`src/rtl/iob_2p_ram_fifo_ctrl.sv`:
```
// First-word-fall-through FIFO controller for an external two-port RAM with a
// 1-cycle registered read port; owns pointers, occupancy and the output prefetch.
module iob_2p_ram_fifo_ctrl #(
  parameter int DATA_W = 32,
  parameter int ADDR_W = 4
) (
  input  logic              clk,
  input  logic              rst_n,
  input  logic              clr,
  input  logic              in_valid,
  input  logic [DATA_W-1:0] in_data,
  output logic              in_ready,
  output logic              out_valid,
  output logic [DATA_W-1:0] out_data,
  input  logic              out_ready,
  output logic [ADDR_W:0]   level,
  output logic              ram_w_en,
  output logic [ADDR_W-1:0] ram_w_addr,
  output logic [DATA_W-1:0] ram_w_data,
  output logic              ram_r_en,
  output logic [ADDR_W-1:0] ram_r_addr,
  input  logic [DATA_W-1:0] ram_r_data
);

  localparam logic [ADDR_W:0] FULL_CNT = (ADDR_W+1)'(1 << ADDR_W);

  logic [ADDR_W-1:0] wr_ptr;
  logic [ADDR_W-1:0] rd_ptr;
  logic [ADDR_W:0]   ram_cnt;
  logic              push;

  // rst_n gates the handshakes so nothing is offered while reset is held.
  always_comb begin
    in_ready = rst_n && !clr && (ram_cnt != FULL_CNT);
    push     = in_valid && in_ready;
    ram_r_en = rst_n && !clr && (ram_cnt != '0) && (!out_valid || out_ready);
  end

  assign ram_w_en   = push;
  assign ram_w_addr = wr_ptr;
  assign ram_w_data = in_data;
  assign ram_r_addr = rd_ptr;
  assign out_data   = ram_r_data;
  assign level      = ram_cnt + {{ADDR_W{1'b0}}, out_valid};

  always_ff @(posedge clk or negedge rst_n) begin
    if (!rst_n) begin
      wr_ptr    <= '0;
      rd_ptr    <= '0;
      ram_cnt   <= '0;
      out_valid <= 1'b0;
    end else if (clr) begin
      wr_ptr    <= '0;
      rd_ptr    <= '0;
      ram_cnt   <= '0;
      out_valid <= 1'b0;
    end else begin
      if (push)
        wr_ptr <= wr_ptr + ADDR_W'(1);
      if (ram_r_en)
        rd_ptr <= rd_ptr + ADDR_W'(1);
      ram_cnt <= ram_cnt + (ADDR_W+1)'(push) - (ADDR_W+1)'(ram_r_en);
      // A prefetch always refills the output stage; otherwise it drains on pop.
      if (ram_r_en)
        out_valid <= 1'b1;
      else if (out_ready)
        out_valid <= 1'b0;
    end
  end

endmodule
```
`config.mk`:
```
export PLATFORM = sky130hd
export DESIGN_NAME = iob_2p_ram_fifo_ctrl
export DESIGN_NICKNAME = d
export VERILOG_FILES = /design/src/rtl/iob_2p_ram_fifo_ctrl.sv
export SDC_FILE = /design/constraint.sdc
export NUM_CORES = 1
export LEC_CHECK = 0
export ABC_AREA = 1
export BUFFER_PORTS_ARGS = -buffer_cell sky130_fd_sc_hd__buf_2
export CORE_ASPECT_RATIO = 1.75
export CORE_UTILIZATION = 32
export DETAILED_ROUTE_END_ITERATION = 16
export GPL_TIMING_DRIVEN = 0
export PLACE_DENSITY_LB_ADDON = 0.1
export SLEW_MARGIN = 5
export SYNTH_ARGS = -nofsm -noshare
export SYNTH_HDL_FRONTEND = slang
export SYNTH_SLANG_ARGS = --single-unit
```
`constraint.sdc`:
```
create_clock -name clk -period 2.1 [get_ports clk]
set_input_delay 0.42 -clock clk [delete_from_list [all_inputs] [get_ports clk]]
set_output_delay 0.42 -clock clk [all_outputs]
set_load 0.02 [all_outputs]
```
* Word-level counts from Yosys, hierarchy flattened *
Index checks and enable logic that the tools add are counted.

operators by class
  equality and inequality tests = 1
  mux-type cells = 8
  reductions and logical operators = 12
  add/sub/neg operators = 5

operator list
  cell                                          number
  2-to-1 mux 4 bit                              4
  adder 5 x 1 -> 5 bit                          2
  adder 4 x 1 -> 4 bit (second input constant)  2
  logical AND 1 bit                             5
  2-to-1 mux 5 bit                              1
  != test 5 bit (second input constant)         1
  nonzero test 5 bit                            1
  subtractor 5 x 1 -> 5 bit                     1
  nonzero test 2 bit                            2
  2-to-1 mux 1 bit                              3
  nonzero test 3 bit                            1
  logical NOT 1 bit                             2
  logical OR 1 bit                              1

storage, ports and cells
  output and inout port bits = 81
  bits in registers = 14
  word-level logic and storage cells = 30

* Longest topological paths before layout *
Gate-level depths: netlist of run 1.

  depth after elaboration = 7
  mapped depth = 16

* Least setup slack after synthesis of run 1 *
No wires, ideal clock.

  path type = flip-flop to flip-flop
  from = reg ram_cnt[2]
  to = reg ram_cnt[4]
  library setup time = 0.117 ns
  period minus slack after synthesis = 2.348 ns
  setup slack = -0.248 ns
  data required time = 1.983 ns
  cell stages (with the launch flop) = 17
  arrival = 2.231 ns
  path through = dfrtp_1 > inv_1 > ha_1 > nand3_1 > nand3_4 > clkinv_2 > ha_1 > inv_1 > ha_1 > inv_1 > fa_1 > inv_1 > nand3_1 > nand2_1 > nand2_1 > nand2_1 > nor2_1

RTL lines
  item                             RTL line  RTL
  start, declared                  29        logic [ADDR_W:0] ram_cnt;
  start signal, assigned           62        ram_cnt <= ram_cnt + (ADDR_W+1)'(push) - (ADDR_W+1)'(ram_r_en);
  nonzero test 5 bit               36        ram_r_en = rst_n && !clr && (ram_cnt != '0) && (!out_valid || out_ready);
  logical AND 1 bit (2 in series)  36
  named net ram_r_en               20        output logic ram_r_en,
  subtractor 5 x 1 -> 5 bit        62
  2-to-1 mux 5 bit                 52        end else if (clr) begin

The timed path passes the listed nets, and every way through them passes these cells.
A chain may end at the register's enable or synchronous reset.

* Worst setup path after layout of run 1 *
  from = reg ram_cnt[2]
  to = reg ram_cnt[4]

between the ends
  word-level cells in the longest chain between the ends = 6

ends and longest elaborated chain
  item                         RTL line  RTL
  != test 5 bit                34        in_ready = rst_n && !clr && (ram_cnt != FULL_CNT);
  logical AND 1 bit            34
  logical AND 1 bit            35        push = in_valid && in_ready;
  adder 5 x 1 -> 5 bit         62
  subtractor 5 x 1 -> 5 bit *  62
  2-to-1 mux 5 bit *           52

Mark *: on every way between the ends. The rest lies on a longest branch, timed or not.

==> results of run 1 <==
final cells by class:
cell class	instances	area (µm²)	area share (%)
Inverter	21	86.3	4.11
Sequential cell	14	353	16.8
Buffer	65	485	23.1
Clock buffer	3	41.3	1.97
Timing Repair Buffer	93	488	23.3
Tap cell	49	61.3	2.92
Multi-Input combinational cell	80	583	27.8
power by group through the flow:
stage	Combinational, W	Sequential (W)	Clock, W
floorplan	0.000686	0.000429	0
global placement	0.000919	0.000418	0
detailed placement	0.000921	0.000419	0
CTS	0.00102	0.000410	0.000231
global route	0.00123	0.000408	0.000239
finish	0.00108	0.000396	0.000222
synthesized netlist by cell type:
master	number	share of area, %
a21oi_1	3	1.0
and2_1	1	0.44
buf_2	1	0.35
buf_4	64	33
clkinv_2	1	0.35
dfrtp_1	14	24
fa_1	1	1.4
ha_1	12	10
inv_1	19	5.0
inv_4	1	0.44
nand2_1	27	7.0
nand3_1	14	4.9
nand3_4	2	2.4
nand4_1	1	0.44
nor2_1	9	2.3
nor2_4	1	0.78
o21ai_0	2	0.70
xnor2_1	2	1.2
xor2_1	5	3.0
cell usage in the layout, fill, tap and decap left out, drive strengths merged:
master / count
nand3: 16
nand2: 27
xnor2: 2
clkinv: 1
a21oi: 3
clkbuf: 3
nand4: 1
dfrtp: 14
ha: 12
fa: 1
o21ai: 2
inv: 20
xor2: 5
nor2: 10
and2: 1
buf: 158
through the flow:
stage          power, W  setup TNS [ns]  worst slack, ns  utilization [%]
3_3_place_gp    0.00134           -1.17           -0.448             46.5
2_1_floorplan   0.00112         -0.0497          -0.0497                -
5_1_grt         0.00187          -0.167           -0.151             49.6
6_report        0.00169               0           0.0411             49.6
3_5_place_dp    0.00134           -1.19           -0.449             46.5
4_1_cts         0.00166               0          0.00269             48.9
worst reg2reg max path: stages (launching register included):
cell      delay, ns
dfrtp_2        0.41
inv_2          0.08
ha_4           0.16
nand3_4        0.08
nand3_4        0.09
clkinv_4       0.06
ha_4           0.20
inv_2          0.06
ha_4           0.12
inv_2          0.03
fa_2           0.32
inv_2          0.07
nand3_2        0.06
nand2_2        0.07
nand2_1        0.05
nand2_1        0.05
nor2_1         0.04
sequential cells by signal, summed over array words and instances, names as in the netlist:
name and cells:
out_valid 1, ram_cnt 5, ram_r_addr 4, ram_w_addr 4
cells by family (layout without fill, tap and decap cells):
| group | after synthesis | after routing | share of synthesized area (%) |
|---|---|---|---|
| adder cells (fa/ha/maj) | 13 | 13 | 11.8 |
| buffers and inverters | 86 | 182 | 39.5 |
| XOR/XNOR | 7 | 7 | 4.26 |
| AO/OA/AOI/OAI | 5 | 5 | 1.74 |
| AND/OR/NAND/NOR | 55 | 55 | 18.3 |
| flip-flops | 14 | 14 | 24.3 |
per-layer routing:
layer | vias to the layer above | global-route usage (%)
li1 | 684 | -
met1 | 594 | 13.4
met2 | 94 | 28.7
met4 | 0 | 7.24
met3 | 5 | 2.36
met5 | - | 0
timing repair:
| action | in CTS | in global routing |
|---|---|---|
| resized for setup | 6 | 3 |
| endpoints found under the setup margin | 3 | 2 |
| endpoints found under the hold margin | 0 | 0 |
| buffers inserted | 6 | 2 |
| pin swaps | 0 | 2 |
final timing paths:
check	startpoint	end	slack, ns
worst max-delay path	ram_cnt[2]	ram_cnt[4]	0.04
worst min-delay path	rst_n	ram_cnt[1]	0.03
worst max register to register	ram_cnt[2]	ram_cnt[4]	0.04
worst min register to register	ram_r_addr[3]	ram_r_addr[3]	0.55
max in group asynchronous	rst_n	ram_cnt[2]	1.88
min in group clk	clr	ram_cnt[1]	0.44
==> summary.md, run 1 <==
| Metric | Value |
|---|---|
| Status | `complete, no violations` |
| # rows | `31` |
| Die width | `52.7 µm` |
| H-tree depth | `1` |
| CP Data Arrival Time | `2.20 ns` |
| # fillers | `462` |
| Leak pwr | `1.28 nW` |
| Final ANT Viol Nets | `0` |
| R2R depth | `16` |
| Mapped Area | `1440 µm²` |
| Routed length per instance | `10.2 µm` |
| Crit. End Element | `flip-flop` |
| Post-Route M1 WL | `1080 µm` |
| Num CTS Buffers | `3` |
| Rel. slew slack | `85.7%` |
| Register area share after synthesis | `24.3%` |
| GRT Total Usage | `14.7%` |
| Clk sink count | `14` |
| Clock root buffer | `clkbuf_8` |
| Worst min path class | `in2async` |
| Nets | `360` |
| Total wire length | `3330 µm` |
| Die Ht | `90.7 µm` |
| Top-Level Pins | `150` |
| I/O Buffers | `85` |
| Sequential share of power | `23.4%` |
| Sw Share | `44.7%` |
| Final Max Tran Viols | `0` |
| Maximum fanout along the worst path | `3` |
| Gp weighted congestion | `0.750` |
| Sw Pwr | `0.000757 W` |
| Syn Area/Cell | `7.99 µm²` |
| WP buf/inv | `5` |
| Share of layout cells above drive strength 1 | `65.6%` |
| Final min period | `2.06 ns` |
| Max VDD drop | `0.000426 V` |
| Drt via density | `4.24` |
| Layout area overhead | `45.8%` |
| Syn nets | `262` |
| Vias in the first global route | `1259` |
| Routed wl met2 | `1870 µm` |
| Full die area | `4780 µm²` |
| Cell count along the critical path | `16` |
| Ant. Diodes | `0` |
| RSZ-0062 raised after global routing | `true` |
| Placed insts | `314` |
| Cell Chain, Critical Path | `inv_2 > ha_4 > nand3_4 > nand3_4 > clkinv_4 > ha_4 > inv_2 > ha_4 > inv_2 > fa_2 > inv_2 > nand3_2 > nand2_2 > nand2_1 > nand2_1 > nor2_1` |
| Final period util | `98.0%` |
| Synth Instances | `180` |
| Area of the core | `4230 µm²` |
| Final hold vios | `0` |
| Worst Skew | `0.000692 ns` |
| DR iter-0 viols | `10` |
| Yosys cell types | `19` |
| Antenna violations before repair | `0` |
| Worst-path clk slew | `0.06 ns` |
| First-pass GRT wire length | `5350 µm` |
| Setup crit start kind | `flip-flop` |
| CTS tree | `yes` |
| GR Overflow Total | `0` |
| Vias post-DR | `1377` |
| CP top delay family | `adder cells` |
| Setup Crit Path Kind | `reg2reg` |
| Ys Warns | `0` |
| Cell mode on critical path | `inv_2` |
| Max clock buf depth | `2` |
| Highest Signal Layer | `met4` |
| Largest net degree at the start of global routing | `16` |
| WL met3 | `312 µm` |
| Finished Cell Area | `2100 µm²` |
| CTS Hold Bufs | `0` |
| Power Internal | `0.000938 W` |
| #FFs+latches synth | `14` |
| Clock latency on the worst-skew pair | `0.24 ns` |
| First-pass detailed-route iteration total | `4` |
| Max Clk Rate | `486 MHz` |
| # setup viols final | `0` |
| Worst hold slack | `0.0251 ns` |
| DRC Markers | `0` |
| Hpwl dp | `2810 µm` |
| Worst-Margin Slew | `0.214 ns` |
| Required @ worst endpoint | `2.24 ns` |
| Non-Filler Instances | `325` |
| Pwr Density | `808 nW/µm²` |
| MaxCap Viol Count | `0` |
| Clock power share | `13.1%` |
| Slowest CP cell | `dfrtp_2` |
| DP Area | `1960 µm²` |
| Comb pwr share | `63.5%` |
| Initial core utilization | `34.0%` |
| Largest stage delay, worst path | `0.41 ns` |
Note: power is estimated with default switching activity, not from simulation.
==> run 2, diff against run 1 <==
CORE_ASPECT_RATIO = default   (was 1.75)
==> summary.md, run 2 (same netlist as run 1, synthesis figures left out) <==
| Metric | Value |
|---|---|
| Area of the multi-input gates | `588 µm² (+0.86%)` |
| Final Max Tran Viols | `0 (unchanged)` |
| Hpwl dp | `2620 µm (-6.8%)` |
| CP Data Arrival Time | `2.21 ns (about the same)` |
| Share of layout cells above drive strength 1 | `65.4% (-0.22 points)` |
| Final ANT Viol Nets | `0 (unchanged)` |
| DR iter-0 viols | `19 (+9)` |
| # rows | `24 (-23%)` |
| Commonest non-fill, non-tap cells in the layout | `buf_2 (85), buf_4 (74), nand2_1 (26)` |
| Worst min path class | `in2reg` |
| Top-Level Pins | `150 (unchanged)` |
| Worst-Margin Slew | `0.667 ns (+0.453 ns)` |
| Non-Filler Instances | `332 (+2.2%)` |
| Leak pwr | `1.30 nW (+2.0%)` |
| Full die area | `4770 µm² (-0.22%)` |
| First-pass detailed-route iteration total | `4 (unchanged)` |
| Placed insts | `317 (+0.96%)` |
| # setup viols final | `0 (unchanged)` |
| GRT Total Usage | `13.0% (-1.7 points)` |
| Total wire length | `3320 µm (-0.21%)` |
| Die Ht | `69.1 µm (-24%)` |
| Vias in the first global route | `1175 (-6.7%)` |
| Clock latency on the worst-skew pair | `0.25 ns (about the same)` |
| DP Area | `1970 µm² (+0.19%)` |
| Max Clk Rate | `487 MHz (+0.23%)` |
| Storage element area | `352 µm² (-0.35%)` |
| Max clock buf depth | `2 (unchanged)` |
| Pwr Density | `831 nW/µm² (+2.9%)` |
| Die width | `69.1 µm (+31%)` |
| Ant. Diodes | `0 (unchanged)` |
| Worst hold slack | `0.424 ns (+0.399 ns)` |
| Routed length per instance | `10.0 µm (-2.3%)` |
| Maximum fanout along the worst path | `3 (unchanged)` |
| First-pass GRT wire length | `5180 µm (-3.1%)` |
| Finished Cell Area | `2150 µm² (+2.4%)` |
| Setup crit start kind | `flip-flop` |
| Vias post-DR | `1330 (-3.4%)` |
| Nets | `363 (+0.83%)` |
| Gp weighted congestion | `0.691 (-7.9%)` |
| Setup Crit Path Kind | `reg2reg` |
| Antenna violations before repair | `0 (unchanged)` |
| Clock root buffer | `clkbuf_8` |
| Crit. End Element | `flip-flop` |
| Clk sink count | `14 (unchanged)` |
| DRC Markers | `0 (unchanged)` |
| Final hold vios | `0 (unchanged)` |
| I/O Buffers | `85 (unchanged)` |
| Layout area overhead | `49.3%` |
| Worst Skew | `0.00917 ns (+0.00848 ns)` |
| Initial core utilization | `33.3% (-0.76 points)` |
| # fillers | `430 (-6.9%)` |
| Worst-path clk slew | `0.07 ns (about the same)` |
| Max reg flops | `5 (unchanged)` |
| Commonest non-fill, non-tap cell in the layout | `buf_2` |
| RSZ-0062 raised after global routing | `true` |
| Num CTS Buffers | `3 (unchanged)` |
| Final min period | `2.05 ns (-0.00469 ns)` |
| CTS tree | `yes` |
| Final period util | `97.8% (-0.22 points)` |
| Drt via density | `4.01 (-5.4%)` |
| Setup TNS | `0 ns (unchanged)` |
| Rel. slew slack | `55.4% (-30 points)` |
| Register with the most flip-flops | `ram_cnt` |
| H-tree depth | `1 (unchanged)` |
| MaxCap Viol Count | `0 (unchanged)` |
| Area of the core | `4320 µm² (+2.3%)` |
| GR Overflow Total | `0 (unchanged)` |
| Largest net degree at the start of global routing | `16 (unchanged)` |
| Required @ worst endpoint | `2.25 ns (about the same)` |
| Status | `complete, no violations` |
| Total power | `0.00179 W (+5.4%)` |
| Max VDD drop | `0.000496 V (+16%)` |
## run 2: cell count changes in the layout (fill, tap and decap cells not counted), sizes merged
cell and delta:
dlygate4sd3 +1, buf +2, clkbuf +1
## run 2: metrics by stage
stage          util, %  setup WS, ns
2_1_floorplan        -       -0.0497
3_3_place_gp      45.5        -0.433
3_5_place_dp      45.5        -0.419
4_1_cts           48.2        0.0147
5_1_grt           49.7       -0.0471
6_report          49.7        0.0458
## run 2: worst paths after layout
path                                from  slack, ns             to  cells past startpoint
setup / recovery              ram_cnt[2]       0.05     ram_cnt[4]                     16
hold / removal                       clr       0.42     ram_cnt[1]                      2
setup reg to reg              ram_cnt[2]       0.05     ram_cnt[4]                     16
hold reg to reg            ram_r_addr[3]       0.56  ram_r_addr[3]                      2
max in group asynchronous          rst_n       0.90     ram_cnt[1]                      2
min in group asynchronous          rst_n       0.73  ram_r_addr[3]                      2
## run 2: critical path, stage by stage, from the launching register on
cell	delay, ns
dfrtp_1	0.39
inv_2	0.08
ha_4	0.16
nand3_4	0.08
nand3_4	0.09
clkinv_4	0.06
ha_4	0.20
inv_2	0.06
ha_4	0.13
inv_2	0.03
fa_2	0.33
inv_2	0.07
nand3_2	0.06
nand2_2	0.07
nand2_1	0.04
nand2_1	0.05
nor2_1	0.04
## run 2: where the power goes
| group | switching (W) | total (W) | internal (W) |
|---|---|---|---|
| registers | 0.0000645 | 0.000398 | 0.000333 |
| logic | 0.000610 | 0.00111 | 0.000504 |
| clock network | 0.000108 | 0.000274 | 0.000166 |
## run 2: layout make-up
type                            instances  share of cell area (%)
Multi-Input combinational cell         80                    27.4
Timing Repair Buffer                   96                    24.1
Buffer                                 65                    22.6
Sequential cell                        14                    16.4
Inverter                               21                    4.02
Tap cell                               52                    3.03
Clock buffer                            4                    2.56
## run 2: per-layer routing
layer	GRT usage, %	part of all wire (%)
met2	22.4	48
met4	2.72	0.54
met1	16.2	45
met5	0	0
met3	3.65	7.0
## run 2: what timing repair did
| item | CTS | global route |
|---|---|---|
| endpoints found under the hold margin | 0 | 14 |
| pin swaps | 0 | 4 |
| buffers inserted | 6 | 4 |
| setup endpoints to repair | 3 | 1 |
| resized for setup | 5 | 5 |
| hold buffers | 0 | 1 |
==> run 3, diff against run 2 <==
ABC_AREA = default   (was 1)
CELL_PAD_IN_SITES_DETAIL_PLACEMENT = 0   (was default)
CELL_PAD_IN_SITES_GLOBAL_PLACEMENT = 1   (was default)
CORE_ASPECT_RATIO = 1.1   (was default)
CORE_UTILIZATION = 20   (was 32)
==> summary.md, run 3 <==
| Metric | Value |
|---|---|
| Clock latency on the worst-skew pair | `0.25 ns (about the same)` |
| Max clock buf depth | `2 (unchanged)` |
| Commonest non-fill, non-tap cells in the layout | `buf_2 (83), buf_4 (72), dfrtp_1 (12)` |
| Clock root buffer | `clkbuf_8` |
| # setup viols final | `5 (+5)` |
| Post-synth top area cell | `buf_4` |
| Gp weighted congestion | `0.662 (-4.1%)` |
| Worst-path clk slew | `0.06 ns (about the same)` |
| Crit. End Element | `flip-flop` |
| Number of enable flip-flop cells after synthesis | `0 (unchanged)` |
| Synth top area cells | `buf_4 (35%), dfrtp_1 (25%), ha_1 (11%)` |
| Async set-reset flop share out of synthesis | `100% (unchanged)` |
| Leak pwr | `1.20 nW (-8.1%)` |
| Layout area overhead | `55.2%` |
| First-pass detailed-route iteration total | `3 (-1)` |
| Vias in the first global route | `1025 (-13%)` |
| Routed length per instance | `9.85 µm (-1.6%)` |
| Share of layout cells above drive strength 1 | `73.5% (+8.2 points)` |
| Ant. Diodes | `0 (unchanged)` |
| Synth Instances | `153 (-15%)` |
| Num CTS Buffers | `3 (unchanged)` |
| Setup crit start kind | `flip-flop` |
| Final period util | `128% (+30 points)` |
| Required @ worst endpoint | `2.23 ns (-0.02 ns)` |
| Register area share after synthesis | `25.3% (+0.97 points)` |
| Status | `finished with violations` |
| DR iter-0 viols | `7 (-12)` |
| Full die area | `7260 µm² (+52%)` |
| Mapped Area | `1380 µm² (-3.8%)` |
| RSZ-0062 raised after global routing | `true` |
| Drt via density | `3.68 (-8.1%)` |
| Placed insts | `320 (+0.95%)` |
| H-tree depth | `1 (unchanged)` |
| Die Ht | `89.2 µm (+29%)` |
| Yosys cell types | `28 (+9)` |
| Final Max Tran Viols | `0 (unchanged)` |
| Setup Crit Path Kind | `reg2reg` |
| DRC Markers | `0 (unchanged)` |
| Area of the core | `6630 µm² (+53%)` |
| Antenna violations before repair | `0 (unchanged)` |
| Most common cell in the netlist | `buf_4` |
| Largest net degree at the start of global routing | `21 (+5)` |
| Hpwl dp | `2670 µm (+1.9%)` |
| Share of the synthesized area in the top cell type | `34.7% (+1.3 points)` |
| Top cells by count, synth | `buf_4 (64), dfrtp_1 (14), ha_1 (12)` |
| Final hold vios | `0 (unchanged)` |
| CP Data Arrival Time | `2.82 ns (+0.61 ns)` |
| CTS tree | `yes` |
| Worst min path class | `in2async` |
| # rows | `31 (+29%)` |
| Maximum fanout along the worst path | `2 (-1)` |
| Max VDD drop | `0.000429 V (-14%)` |
| Nets | `336 (-7.4%)` |
| GRT Total Usage | `8.58% (-4.5 points)` |
| Top-Level Pins | `150 (unchanged)` |
| Ys Warns | `0 (unchanged)` |
| Die width | `81.3 µm (+18%)` |
| Non-Filler Instances | `335 (+0.90%)` |
| Dpl ws | `-0.837 ns (-0.418 ns)` |
| Setup ws final | `-0.588 ns (-0.634 ns)` |
| Total power | `0.00182 W (+2.1%)` |
| MaxCap Viol Count | `0 (unchanged)` |
| Clk sink count | `14 (unchanged)` |
| Failing checks | `setup timing` |
| GR Overflow Total | `0 (unchanged)` |
| Initial core utilization | `20.9% (-12 points)` |
| Syn nets | `235 (-10%)` |
| Max Clk Rate | `372 MHz (-24%)` |
| Final min period | `2.69 ns (+0.634 ns)` |
| Final ANT Viol Nets | `0 (unchanged)` |
| Syn Area/Cell | `9.04 µm² (+13%)` |
| Worst-Margin Slew | `0.515 ns (-0.152 ns)` |
| Worst Skew | `0.00310 ns (-0.00607 ns)` |
| Vias post-DR | `1233 (-7.3%)` |
| I/O Buffers | `85 (unchanged)` |
| Pwr Density | `849 nW/µm² (+2.2%)` |
| First-pass GRT wire length | `4670 µm (-9.8%)` |
| Commonest non-fill, non-tap cell in the layout | `buf_2` |
| Rel. slew slack | `65.6% (+10 points)` |
| #FFs+latches synth | `14 (unchanged)` |
| Top FF cell, synth | `dfrtp_1` |
| Register with the most flip-flops | `ram_cnt` |
| Total wire length | `3300 µm (-0.75%)` |
| Max reg flops | `5 (unchanged)` |
-- run 3: logic make-up (layout without fill, tap and decap cells) --
group                      count (synthesis)  after routing  synth area share [%]
muxes                                      1              1                 0.723
buffers and inverters                     73            173                  37.2
xor gates and xnor gates                  10             10                  6.33
and+or+nand+nor                           33             33                  14.6
DFF                                       14             14                  25.3
adders and majority gates                 13             13                  12.3
AOI/OAI and AO/OA                          9              9                  3.62
-- run 3: repair_timing --
item                                    CTS  global route
pin swaps                                 6             6
endpoints found under the setup margin    7             7
resized for setup                        13             5
buffers inserted                         10             3
hold buffers                              0             0
-- run 3: cell type report --
type | count | area (µm²)
plain buffers | 65 | 484
clock buffers | 4 | 55.1
fillers | 696 | 4490
inverters | 8 | 30.0
multi-input cells | 66 | 591
flip-flops and latches | 14 | 353
well taps | 82 | 103
repair buffers | 96 | 532
-- run 3: final timing paths --
path | start | end | slack (ns) | depth (start not counted)
worst max-delay path | ram_cnt[2] | ram_cnt[4] | -0.59 | 13
worst min register to register | ram_w_addr[3] | ram_w_addr[3] | 0.55 | 2
worst min-delay path | rst_n | ram_w_addr[2] | 0.12 | 1
max in group asynchronous | rst_n | ram_cnt[1] | 1.63 | 1
min in group clk | clr | out_valid | 0.44 | 2
worst max register to register | ram_cnt[2] | ram_cnt[4] | -0.59 | 13
-- run 3: layer usage --
layer,up-vias,routed length (µm),global-route usage [%]
met5,-,0,0
met2,63,1880,16.4
met1,542,1160,8.89
met4,0,29,2.44
met3,4,237,2.65
li1,624,-,-
-- run 3: stage by stage --
step | TNS (ns) | hold slack [ns] | area, µm² | utilization (%)
after global routing | -2.50 | 0.139 | 2150 | 32.4
after floorplan | -2.10 | 0.124 | 1430 | -
final | -2.12 | 0.118 | 2150 | 32.4
after global placement | -2.76 | 0.399 | 1960 | 29.5
after detailed placement | -2.67 | 0.399 | 1960 | 29.5
after CTS | -2.21 | 0.128 | 2120 | 32.0
-- run 3: worst max-delay path, cell delays in order (launching register included) --
cell	delay, ns
dfrtp_2	0.42
inv_2	0.08
ha_4	0.13
or4b_4	0.45
and4b_2	0.27
ha_4	0.21
inv_2	0.05
ha_4	0.12
inv_2	0.03
fa_2	0.33
nor2b_2	0.14
o21bai_1	0.10
a21oi_1	0.17
nor3b_2	0.07
-- run 3: power breakdown --
part	total, W	leakage [nW]	switching, W	internal, W
clock network	0.000268	0.0288	0.000102	0.000166
registers	0.000411	0.186	0.0000777	0.000334
logic	0.00114	0.984	0.000568	0.000575
total	0.00182	1.20	0.000748	0.00108
